===== config.mk =====
export PLATFORM = sky130hd
export DESIGN_NAME = hazard_forward_unit
export DESIGN_NICKNAME = d
export VERILOG_FILES = /design/src/rtl/hazard_forward_unit.sv
export SDC_FILE = /design/constraint.sdc
export NUM_CORES = 1
export LEC_CHECK = 0
export BUFFER_PORTS_ARGS = -buffer_cell sky130_fd_sc_hd__buf_2
export CORE_MARGIN = 2
export CORE_UTILIZATION = 25
export CTS_CLUSTER_SIZE = 8
export DETAILED_ROUTE_END_ITERATION = 10
export PLACE_DENSITY_LB_ADDON = 0.08
export SLEW_MARGIN = 20
export SYNTH_ARGS = -nofsm -noshare
export SYNTH_HDL_FRONTEND = slang
export SYNTH_SLANG_ARGS = --single-unit
export TNS_END_PERCENT = 30

===== constraint.sdc =====
create_clock -name clk -period 2.9 [get_ports clk]
set_input_delay 0.145 -clock clk [delete_from_list [all_inputs] [get_ports clk]]
set_output_delay 0.145 -clock clk [all_outputs]
set_load 0.05 [all_outputs]

===== src/rtl/hazard_forward_unit.sv =====
// Hazard detection and EX-operand forwarding control for a five-stage MIPS pipeline.
// Tracks in-flight destinations after ID, stalls on unresolvable RAW hazards, squashes ID on taken branches.
module hazard_forward_unit #(
    parameter int REG_ADDR_W = 5,
    parameter int DEPTH      = 2,
    parameter bit FORWARD    = 1'b1,
    parameter int CNT_W      = 16
) (
    input  logic                  clk,
    input  logic                  rst,
    input  logic                  id_valid,
    input  logic [REG_ADDR_W-1:0] id_src1,
    input  logic [REG_ADDR_W-1:0] id_src2,
    input  logic                  id_src2_used,
    input  logic                  id_wb_en,
    input  logic                  id_mem_read,
    input  logic [REG_ADDR_W-1:0] id_dest,
    input  logic                  br_taken,
    output logic                  stall,
    output logic                  flush,
    output logic [1:0]            fwd_sel1,
    output logic [1:0]            fwd_sel2,
    output logic [CNT_W-1:0]      stall_count
);

    typedef struct packed {
        logic                  valid;
        logic                  wb_en;
        logic                  mem_read;
        logic [REG_ADDR_W-1:0] dest;
    } entry_t;

    entry_t           ent [DEPTH];
    logic [DEPTH-1:0] m1, m2;
    logic             src1_chk, src2_chk;
    logic             hit1_mem, hit2_mem;
    logic             hazard, issue;
    logic [1:0]       sel1_nxt, sel2_nxt;

    assign src1_chk = id_valid && (id_src1 != '0);
    assign src2_chk = id_valid && id_src2_used && (id_src2 != '0);

    // NOTE: every variable driven in always_comb gets a default first so no latch is inferred.
    always_comb begin
        m1 = '0;
        m2 = '0;
        for (int k = 0; k < DEPTH; k++) begin
            m1[k] = src1_chk && ent[k].valid && ent[k].wb_en && (ent[k].dest == id_src1);
            m2[k] = src2_chk && ent[k].valid && ent[k].wb_en && (ent[k].dest == id_src2);
        end
    end

    if (DEPTH > 1) begin : g_mem_stage
        assign hit1_mem = m1[1];
        assign hit2_mem = m2[1];
    end else begin : g_no_mem_stage
        assign hit1_mem = 1'b0;
        assign hit2_mem = 1'b0;
    end

    always_comb begin
        hazard = 1'b0;
        if (!FORWARD) begin
            hazard = |(m1 | m2);
        end else begin
            // A load in EX has no result yet; anything older than MEM has no forwarding path.
            hazard = (m1[0] || m2[0]) && ent[0].mem_read;
            for (int k = 2; k < DEPTH; k++) begin
                hazard = hazard || m1[k] || m2[k];
            end
        end
    end

    assign stall = !rst && !br_taken && hazard;
    assign flush = br_taken;
    assign issue = id_valid && !stall && !br_taken;

    always_comb begin
        sel1_nxt = 2'd0;
        sel2_nxt = 2'd0;
        if (FORWARD) begin
            if (m1[0])        sel1_nxt = 2'd1;
            else if (hit1_mem) sel1_nxt = 2'd2;
            if (m2[0])        sel2_nxt = 2'd1;
            else if (hit2_mem) sel2_nxt = 2'd2;
        end
    end

    // NOTE: sequential state uses non-blocking assignments so every stage shifts off pre-edge values.
    // NOTE: the tracking array is small control state, so it is reset explicitly like any flop.
    always_ff @(posedge clk or posedge rst) begin
        if (rst) begin
            for (int i = 0; i < DEPTH; i++) ent[i] <= '0;
            fwd_sel1    <= 2'd0;
            fwd_sel2    <= 2'd0;
            stall_count <= '0;
        end else begin
            ent[0] <= issue ? entry_t'{1'b1, id_wb_en, id_mem_read, id_dest} : entry_t'('0);
            for (int i = 1; i < DEPTH; i++) ent[i] <= ent[i-1];
            fwd_sel1 <= issue ? sel1_nxt : 2'd0;
            fwd_sel2 <= issue ? sel2_nxt : 2'd0;
            if (stall && (stall_count != '1)) stall_count <= stall_count + 1'b1;
        end
    end

endmodule


; ---- After elaboration in Yosys (flattened, before gate mapping)
; Cells that the tools add are included.
[totals]
input_bits = 22
output_inout_bits = 22
reg_bits = 35
[op_classes]
reduce_logical = 27
n_mux = 7
n_eq_ne = 5
add_sub_neg = 1
[op_table]
columns = operator, n
row1 = logical AND 1 bit, 21
row2 = equality test 5 bit, 4
row3 = "adder 16 x 1 -> 16 bit, second input constant", 1
row4 = "inequality test 16 bit, second input constant", 1
row5 = 2-to-1 mux 2 bit, 6
row6 = nonzero test 5 bit, 2
row7 = 2-to-1 mux 8 bit, 1
row8 = logical NOT 1 bit, 3
row9 = logical OR 1 bit, 1

; ---- Depth between registers and ports, before layout
; Gate-level depths: netlist of the first run.
[logic_depth]
word_depth = 12
mapped_depth = 7
mapped_depth_nobuf = 7

; ---- Worst setup path before layout of the first run
; Ideal clock, no wire load.
[synth_path]
kind = register to register
from = register stall_count[0]
to = register stall_count[1]
arrival_time_ps = 2009
required_time_ps = 2772
setup_ps = 128
period_less_slack_ps = 2137
n_path_buf = 0
path_stages_with_launch = 7
setup_slack_ps = 763
path_cell_list = dfrtp_1 > ha_1 > and3_2 > and4_1 > a21oi_1 > o21ai_2 > mux2_1
[synth_between]
elab_chain_len = 2
[synth_lines]
columns = item, line_no
row1 = start: declaration, 23  ; output logic [CNT_W-1:0] stall_count
row2 = start signal: assignment, 102  ; if (stall && (stall_count != '1)) stall_count <= stall_count + 1'b1;
row3 = "parallel branches: the longest is 2 deep, another holds adder 16 x 1 -> 16 bit", -
; Parallel ways; which one is timed is not known.
; A chain may end at the register's enable or synchronous reset.

; ---- Worst setup path in the final report of the first run
[layout_path]
from = register ent[10] (netlist bit)
to = output port stall
[layout_between]
elab_chain_len = 5
[layout_lines]
columns = item, line_no
row1 = start: declaration, 33  ; entry_t ent [DEPTH];
row2 = equality test 5 bit (on tied branches), "48, 49"
row3 = logical AND 1 bit (on tied branches), "48, 49"
row4 = logical OR 1 bit *, 67  ; hazard = (m1[0] || m2[0]) && ent[0].mem_read;
row5 = logical AND 1 bit *, 67
row6 = logical AND 1 bit *, 74  ; assign stall = !rst && !br_taken && hazard;
row7 = end: declaration, 19  ; output logic stall,
; Mark *: on every way between the ends. The rest lies on a longest branch, timed or not.

==> results.yml, run 1 <==
die:
  standard_cell_core_area_um2: 6420
  die_width_um: 85.7
  start_util: 0.260
  core.rowCount: 29
  design.portCount: 44
  floorplan.die.height_um: 85.7
  die_area_um2: 7350
place:
  place_area_um2: 1970
  dp_hpwl_mm: 2.78
  gp_weighted_congestion: 0.745
  placed_cell_count: 264
  io_buffer_count: 43
logic_synthesis:
  synth.largest_area_cell: "dfrtp_1"
  synth_top_flop_cell: "dfrtp_1"
  ys.warnings.count: 0
  post_synth_design_cell_area_um2: 1670
  yosysMostFrequentCell: "dfrtp_1"
  synthArstFlopShare: 1.00
  synthesis.area_per_instance_um2: 11.5
  synth.distinct_cells: 33
  ys_seq_elements: 35
  synth_sequential_area_ratio: 0.524
  netlist_instances: 145
  synth_common_cells: "35 x dfrtp_1, 17 x xnor2_1, 15 x xor2_1"
  synth.top_cell.area_share: 0.524
  synth.area.top_cells: "dfrtp_1 52%, xnor2_1 8.9%, xor2_1 7.9%"
  synth_fp_nets: 168
  number_of_synthesized_flops_with_an_enable_pin: 0
power:
  leakagePower_nw: 1.04
  power_density_nw_per_um2: 439
  finalPower_uw: 906
  netSwitchingFraction: 0.236
  power.switching_uw: 214
  cell_internal_pwr_uw: 692
  power_frac_comb: 0.076
  power_share_of_the_sequential_group: 0.555
  clkPwrFrac: 0.369
  irDropWorstVdd_mv: 0.136
cells_and_area:
  final_core_utilization: 0.321
  finish.instance_area_um2: 2060
  final_nets: 218
  finalNonFillerCells: 273
  syn_to_final_growth_pct: 23.6
  insertedDiodeCount: 0
  layout-drive-gt1-share: 0.316
  final.fill_count: 687
detailed_routing:
  post-route-drc-count: 3
  post_drt_wl_per_cell_um: 13.1
  post_drt_via_cell_ratio: 4.54
  detailedRoute.firstPassIterationCount: 9
  routed_wire_length_mm: 3.57
  detailroute.via_count: 1239
  drt_first_iter_violations: 31
  antenna_violating_nets_post_route: 0
timing:
  fmax_mhz: 402
  timing.max_slew.rel_slack: 0.666
  finalWorstPathRequiredPeriod_ns: 2.49
  maxSlewViolCount: 0
  grt_setup_unrepaired: "no"
  setup_viol: 0
  hold_viol_final: 0
  fin_setup_tns_ns: 0
  tightest_slew_ns: 0.498
  post_route_clock_period_utilization: 0.858
  clock_skew_ns: 0.00461
min_path:
  whs_path_depth: 2
  min-delay-start: "id_dest[0]"
  hold_end: "ent[8]$_DFF_PP0_"
  worstHoldPathType: "primary input to register"
critical_path:
  crit_path_end_kind: "output pin"
  cp_max_fo: 10
  setup.worst_path.class: "register to output pin"
  worstPathRequired_ns: 2.76
  reg2reg_setup_slack_ns: 0.64
  critical_path.reg2reg.startpoint: "ent[10]$_DFF_PP0_"
  critPathArrivalTime_ns: 2.34
  worst-r2r-cell-count: 6
  timing.rr.end: "stall_count[12]$_DFFE_PP0P_"
  start_kind: "register"
grt:
  initial_antenna_violation_count: 0
  vias_in_the_first_global_route: 1265
  residual_overflow_from_global_routing: 0
  globalRouteTotalUtil: 0.105
  first_pass_grt_wire_length_mm: 6.03
  grt_max_degree: 36
clocking:
  cts_tree: "done"
  htree_num_levels: 2
  number_of_buffers_inserted_to_repair_setup_after_cts: 0
  clock-sinks: 35
  clk_transition_reported_paths_ns: 0.07
  insertion_delay_ns: 0.28
  cts-root-buf: "clkbuf_8"
  cts.repair.resized: 0
  cts-root-to-sink-buffers: 2
  cts_made_buffers: 5
run:
  max-cap-violations: 0
run_status:
  run_status: "finished, violations left"
  violations: "DRC"
-- routing by layer --
metal / track usage / up-vias / share of wire / wire length, µm
met5: 0 / - / 0 / 0
met4: 0.0260 / 0 / 0.0067 / 24
met3: 0.0346 / 2 / 0.046 / 166
met2: 0.169 / 24 / 0.47 / 1680
met1: 0.137 / 608 / 0.48 / 1700
li1: - / 605 / - / -
-- logic make-up (layout without fill, tap and decap cells) --
kind of cell | after synthesis | in the layout | share of synthesized area
muxes | 2 | 2 | 0.0157
and+or+nand+nor | 59 | 59 | 0.217
buffers and inverters | 5 | 56 | 0.0180
adders and majority gates | 1 | 1 | 0.00749
AOI/OAI and AO/OA | 11 | 11 | 0.0494
xor gates and xnor gates | 32 | 32 | 0.168
DFF | 35 | 35 | 0.524
-- stage by stage --
stage / hold slack (ns) / worst slack, ns
2_1_floorplan: 0.274 / 0.763
6_report: 0.0732 / 0.411
3_3_place_gp: 0.284 / 0.720
3_5_place_dp: 0.291 / 0.653
5_1_grt: 0.0727 / 0.211
4_1_cts: 0.0644 / 0.406
-- worst max-delay path, cell delays in order (launching register included) --
cell     delay (ns)
dfrtp_1        0.41
xnor2_1        0.16
nand4_1        0.14
nor4_2         0.50
o21a_1         0.49
buf_2          0.35
-- worst max path at each step --
stage,from,endpoint,slack [ns],depth (start not counted)
final,ent[10]$_DFF_PP0_,stall,0.41,5
after global routing,ent[12]$_DFF_PP0_,stall,0.21,5
after floorplan,stall_count[0]$_DFFE_PP0P_,stall_count[1]$_DFFE_PP0P_,0.76,6
after CTS,ent[12]$_DFF_PP0_,stall,0.41,5
after detailed placement,ent[12]$_DFF_PP0_,stall_count[12]$_DFFE_PP0P_,0.65,6
after global placement,ent[11]$_DFF_PP0_,stall_count[12]$_DFFE_PP0P_,0.72,6
-- layout make-up --
cell class,instances,area [µm²],share of cell area
clock buffer,5,68.8,0.0333
timing repair buffer,45,233,0.113
clock inverter,3,15.0,0.00727
sequential,35,876,0.424
tap,77,96.3,0.0467
inverter,3,11.3,0.00545
multi-input combinational,105,764,0.370
-- sequential cells by signal (all words and copies together) (netlist names) --
register and count:
fwd_sel2 2, ent 15, fwd_sel1 2, stall_count 16
-- layout by cell type, fill, tap and decap left out, drive strengths merged --
cell,synthesis,layout
nand3,10,10
a211oi,1,1
xnor2,17,17
xor2,15,15
mux2,2,2
nand4,7,7
nand2,6,6
clkinv,0,3
nor2b,2,2
nor4,3,3
and2,9,9
o21ai,2,2
nor2,9,9
clkbuf,0,5
and4,2,2
nor3,2,2
buf,2,44
a21oi,3,3
o31a,1,1
ha,1,1
dlygate4sd3,0,1
or4,3,3
o211ai,1,1
a31o,1,1
dfrtp,35,35
inv,3,3
and3,6,6
o21a,1,1
a2111oi,1,1
-- timing repair --
action,in CTS,in global routing
endpoints found under the setup margin,0,0
hold buffers,1,0
endpoints found under the hold margin,35,0
-- power by group through the flow --
stage | clock (mW) | sequential, mW | combinational [mW]
after detailed placement | 0 | 0.512 | 0.0697
after global routing | 0.376 | 0.504 | 0.0777
final | 0.335 | 0.503 | 0.0687
after CTS | 0.351 | 0.503 | 0.0710
after global placement | 0 | 0.512 | 0.0700
after floorplan | 0 | 0.511 | 0.0394
(Power assumes the default switching activity.)
==> inputs of run 2 (changes only) <==
ABC_AREA = 1   (was unset)
==> run 2 against run 1 <==
Against the previous run: the run now ends clean; hold slack got worse by 0.025 ns; area after synthesis rose by 25%; total power rose by 15%; clock skew rose by 0.0064 ns; critical endpoint unchanged; highest routed layer unchanged.
==> results.yml, run 2 <==
run_status:
  run_status: "complete, no violations"
timing:
  maxSlewViolCount: 0
  timing.max_slew.rel_slack: 0.695
  grt_setup_unrepaired: "no"
  hold_viol_final: 0
  tightest_slew_ns: 0.457
  clock_skew_ns: 0.0110
  final_critical_path_setup_slack_ns: 0.855
  fmax_mhz: 489
  finalWorstPathRequiredPeriod_ns: 2.05
  fin_setup_tns_ns: 0
  post_route_clock_period_utilization: 0.705
  setup_viol: 0
cells_and_area:
  layout_top_registers: "stall_count x16, ent x15"
  final_nets: 351
  final_core_utilization: 0.310
  largest_reg_flops: 16
  syn_to_final_growth_pct: 21.3
  final.fill_count: 910
  layout_commonest_cell: "nand2_1"
  finish.instance_area_um2: 2520
  layout-drive-gt1-share: 0.198
  insertedDiodeCount: 0
  regMostFlops: "stall_count"
  final_cell_mix: "87 x nand2_1, 43 x nor2_1, 43 x buf_2"
clocking:
  cts-root-buf: "clkbuf_8"
  cts_made_buffers: 5
  htree_num_levels: 2
  cts_tree: "done"
  clk_transition_reported_paths_ns: 0.08
  insertion_delay_ns: 0.29
  cts-root-to-sink-buffers: 2
  clock-sinks: 35
logic_synthesis:
  yosysMostFrequentCell: "nand2_1"
  ys.warnings.count: 0
  synth.largest_area_cell: "dfrtp_1"
  synth.distinct_cells: 30
  synth_common_cells: "87 x nand2_1, 43 x nor2_1, 37 x inv_1"
  synth.area.top_cells: "dfrtp_1 42%, nand2_1 16%, nor2_1 7.8%"
  synth_sequential_area_ratio: 0.421
  number_of_synthesized_flops_with_an_enable_pin: 0
  synth_top_flop_cell: "dfrtp_1"
  post_synth_design_cell_area_um2: 2080
  synthesis.area_per_instance_um2: 7.40
  synthArstFlopShare: 1.00
  ys_seq_elements: 35
  synth_fp_nets: 304
  synth.top_cell.area_share: 0.421
  netlist_instances: 281
power:
  irDropWorstVdd_mv: 0.150
  finalPower_mw: 1.04
  power_density_nw_per_um2: 413
  leakagePower_nw: 1.34
detailed_routing:
  detailroute.via_count: 1833
  drt_first_iter_violations: 72
  post_drt_wl_per_cell_um: 12.4
  antenna_violating_nets_post_route: 0
  detailedRoute.firstPassIterationCount: 4
  post_drt_via_cell_ratio: 4.22
  post-route-drc-count: 0
  routed_wire_length_mm: 5.39
grt:
  globalRouteTotalUtil: 0.131
  grt_max_degree: 36
  residual_overflow_from_global_routing: 0
  first_pass_grt_wire_length_mm: 9.19
  vias_in_the_first_global_route: 1832
  initial_antenna_violation_count: 0
place:
  dp_slack_ns: 1.06
  io_buffer_count: 43
  gp_weighted_congestion: 0.811
  place_area_um2: 2400
  dp_hpwl_mm: 4.07
critical_path:
  crit_path_end_kind: "output pin"
  setup.worst_path.class: "register to output pin"
  cp_max_fo: 19
  worstPathRequired_ns: 2.76
  critPathArrivalTime_ns: 1.90
  start_kind: "register"
run:
  max-cap-violations: 0
die:
  standard_cell_core_area_um2: 8130
  floorplan.die.height_um: 95.2
  die_width_um: 95.2
  start_util: 0.256
  core.rowCount: 33
  design.portCount: 44
  die_area_um2: 9070
min_path:
  worstHoldPathType: "primary input to register"
-- run 2: cell types whose count changed after synthesis, sizes merged, moves of 3 or more --
cell,change
nand2,+84
nor2,+36
inv,+35
nand4,+12
xor2,-11
and2,-9
and3,-6
xnor2,-6
buf,+4
nand3,+4
nor4,-3
or4,-3
-- run 2: cell families (layout without fill, tap and decap cells) --
| logic type | after synthesis | in the layout | share of synthesized area |
|---|---|---|---|
| AND/OR/NAND/NOR | 174 | 174 | 0.385 |
| buffers and inverters | 44 | 92 | 0.0896 |
| flip-flops | 35 | 35 | 0.421 |
| XOR/XNOR | 15 | 15 | 0.0631 |
| AO/OA/AOI/OAI | 12 | 12 | 0.0355 |
| adder cells (fa/ha/maj) | 1 | 1 | 0.00601 |
-- run 2: worst max-delay path, stage by stage (launching register included) --
cell     delay, ns
dfrtp_1       0.43
nor2_1        0.08
nor3b_1       0.29
nand3_2       0.16
nand2_4       0.23
nand2_2       0.09
inv_1         0.06
buf_2         0.25
-- run 2: per-stage QoR --
step           hold WS [ns]  cells
2_1_floorplan         0.251    281
3_3_place_gp          0.314    425
3_5_place_dp          0.312    425
4_1_cts              0.0404    434
5_1_grt              0.0535    434
6_report             0.0479    434
-- run 2: routing by layer --
layer	up-vias	track usage	part of all wire
met4	0	0.0326	0.011
li1	977	-	-
met1	811	0.202	0.54
met2	41	0.184	0.41
met5	-	0	0
met3	4	0.0285	0.045
-- run 2: final cells by class --
class / count / area [µm²] / area share
clock inverters: 3 / 47.5 / 0.0188
flip-flops and latches: 35 / 876 / 0.347
well taps: 105 / 131 / 0.0520
inverters: 38 / 143 / 0.0565
repair buffers: 46 / 240 / 0.0951
clock buffers: 5 / 68.8 / 0.0273
multi-input cells: 202 / 1020 / 0.403
-- run 2: timing repair --
item	in CTS	in global routing
setup buffers	0	0
hold endpoints to repair	28	0
hold buffers	1	0
resized for setup	0	0
-- run 2: where the power goes --
group          switching (mW)  internal (mW)
sequential            0.00612          0.496
combinational          0.0537         0.0312
clock                   0.196          0.261
-- run 2: path summary, 6_finish.rpt --
path,start,endpoint,slack (ns),cells past startpoint
worst max-delay path,ent[10]$_DFF_PP0_,stall,0.85,7
worst min-delay path,id_dest[4],ent[12]$_DFF_PP0_,0.05,3
worst max register to register,stall_count[0]$_DFFE_PP0P_,stall_count[15]$_DFFE_PP0P_,1.05,7
worst min register to register,ent[14]$_DFF_PP0_,ent[6]$_DFF_PP0_,0.38,0
max in group asynchronous,rst,stall_count[15]$_DFFE_PP0P_,2.05,4
min in group asynchronous,rst,fwd_sel2[1]$_DFF_PP0_,0.53,4
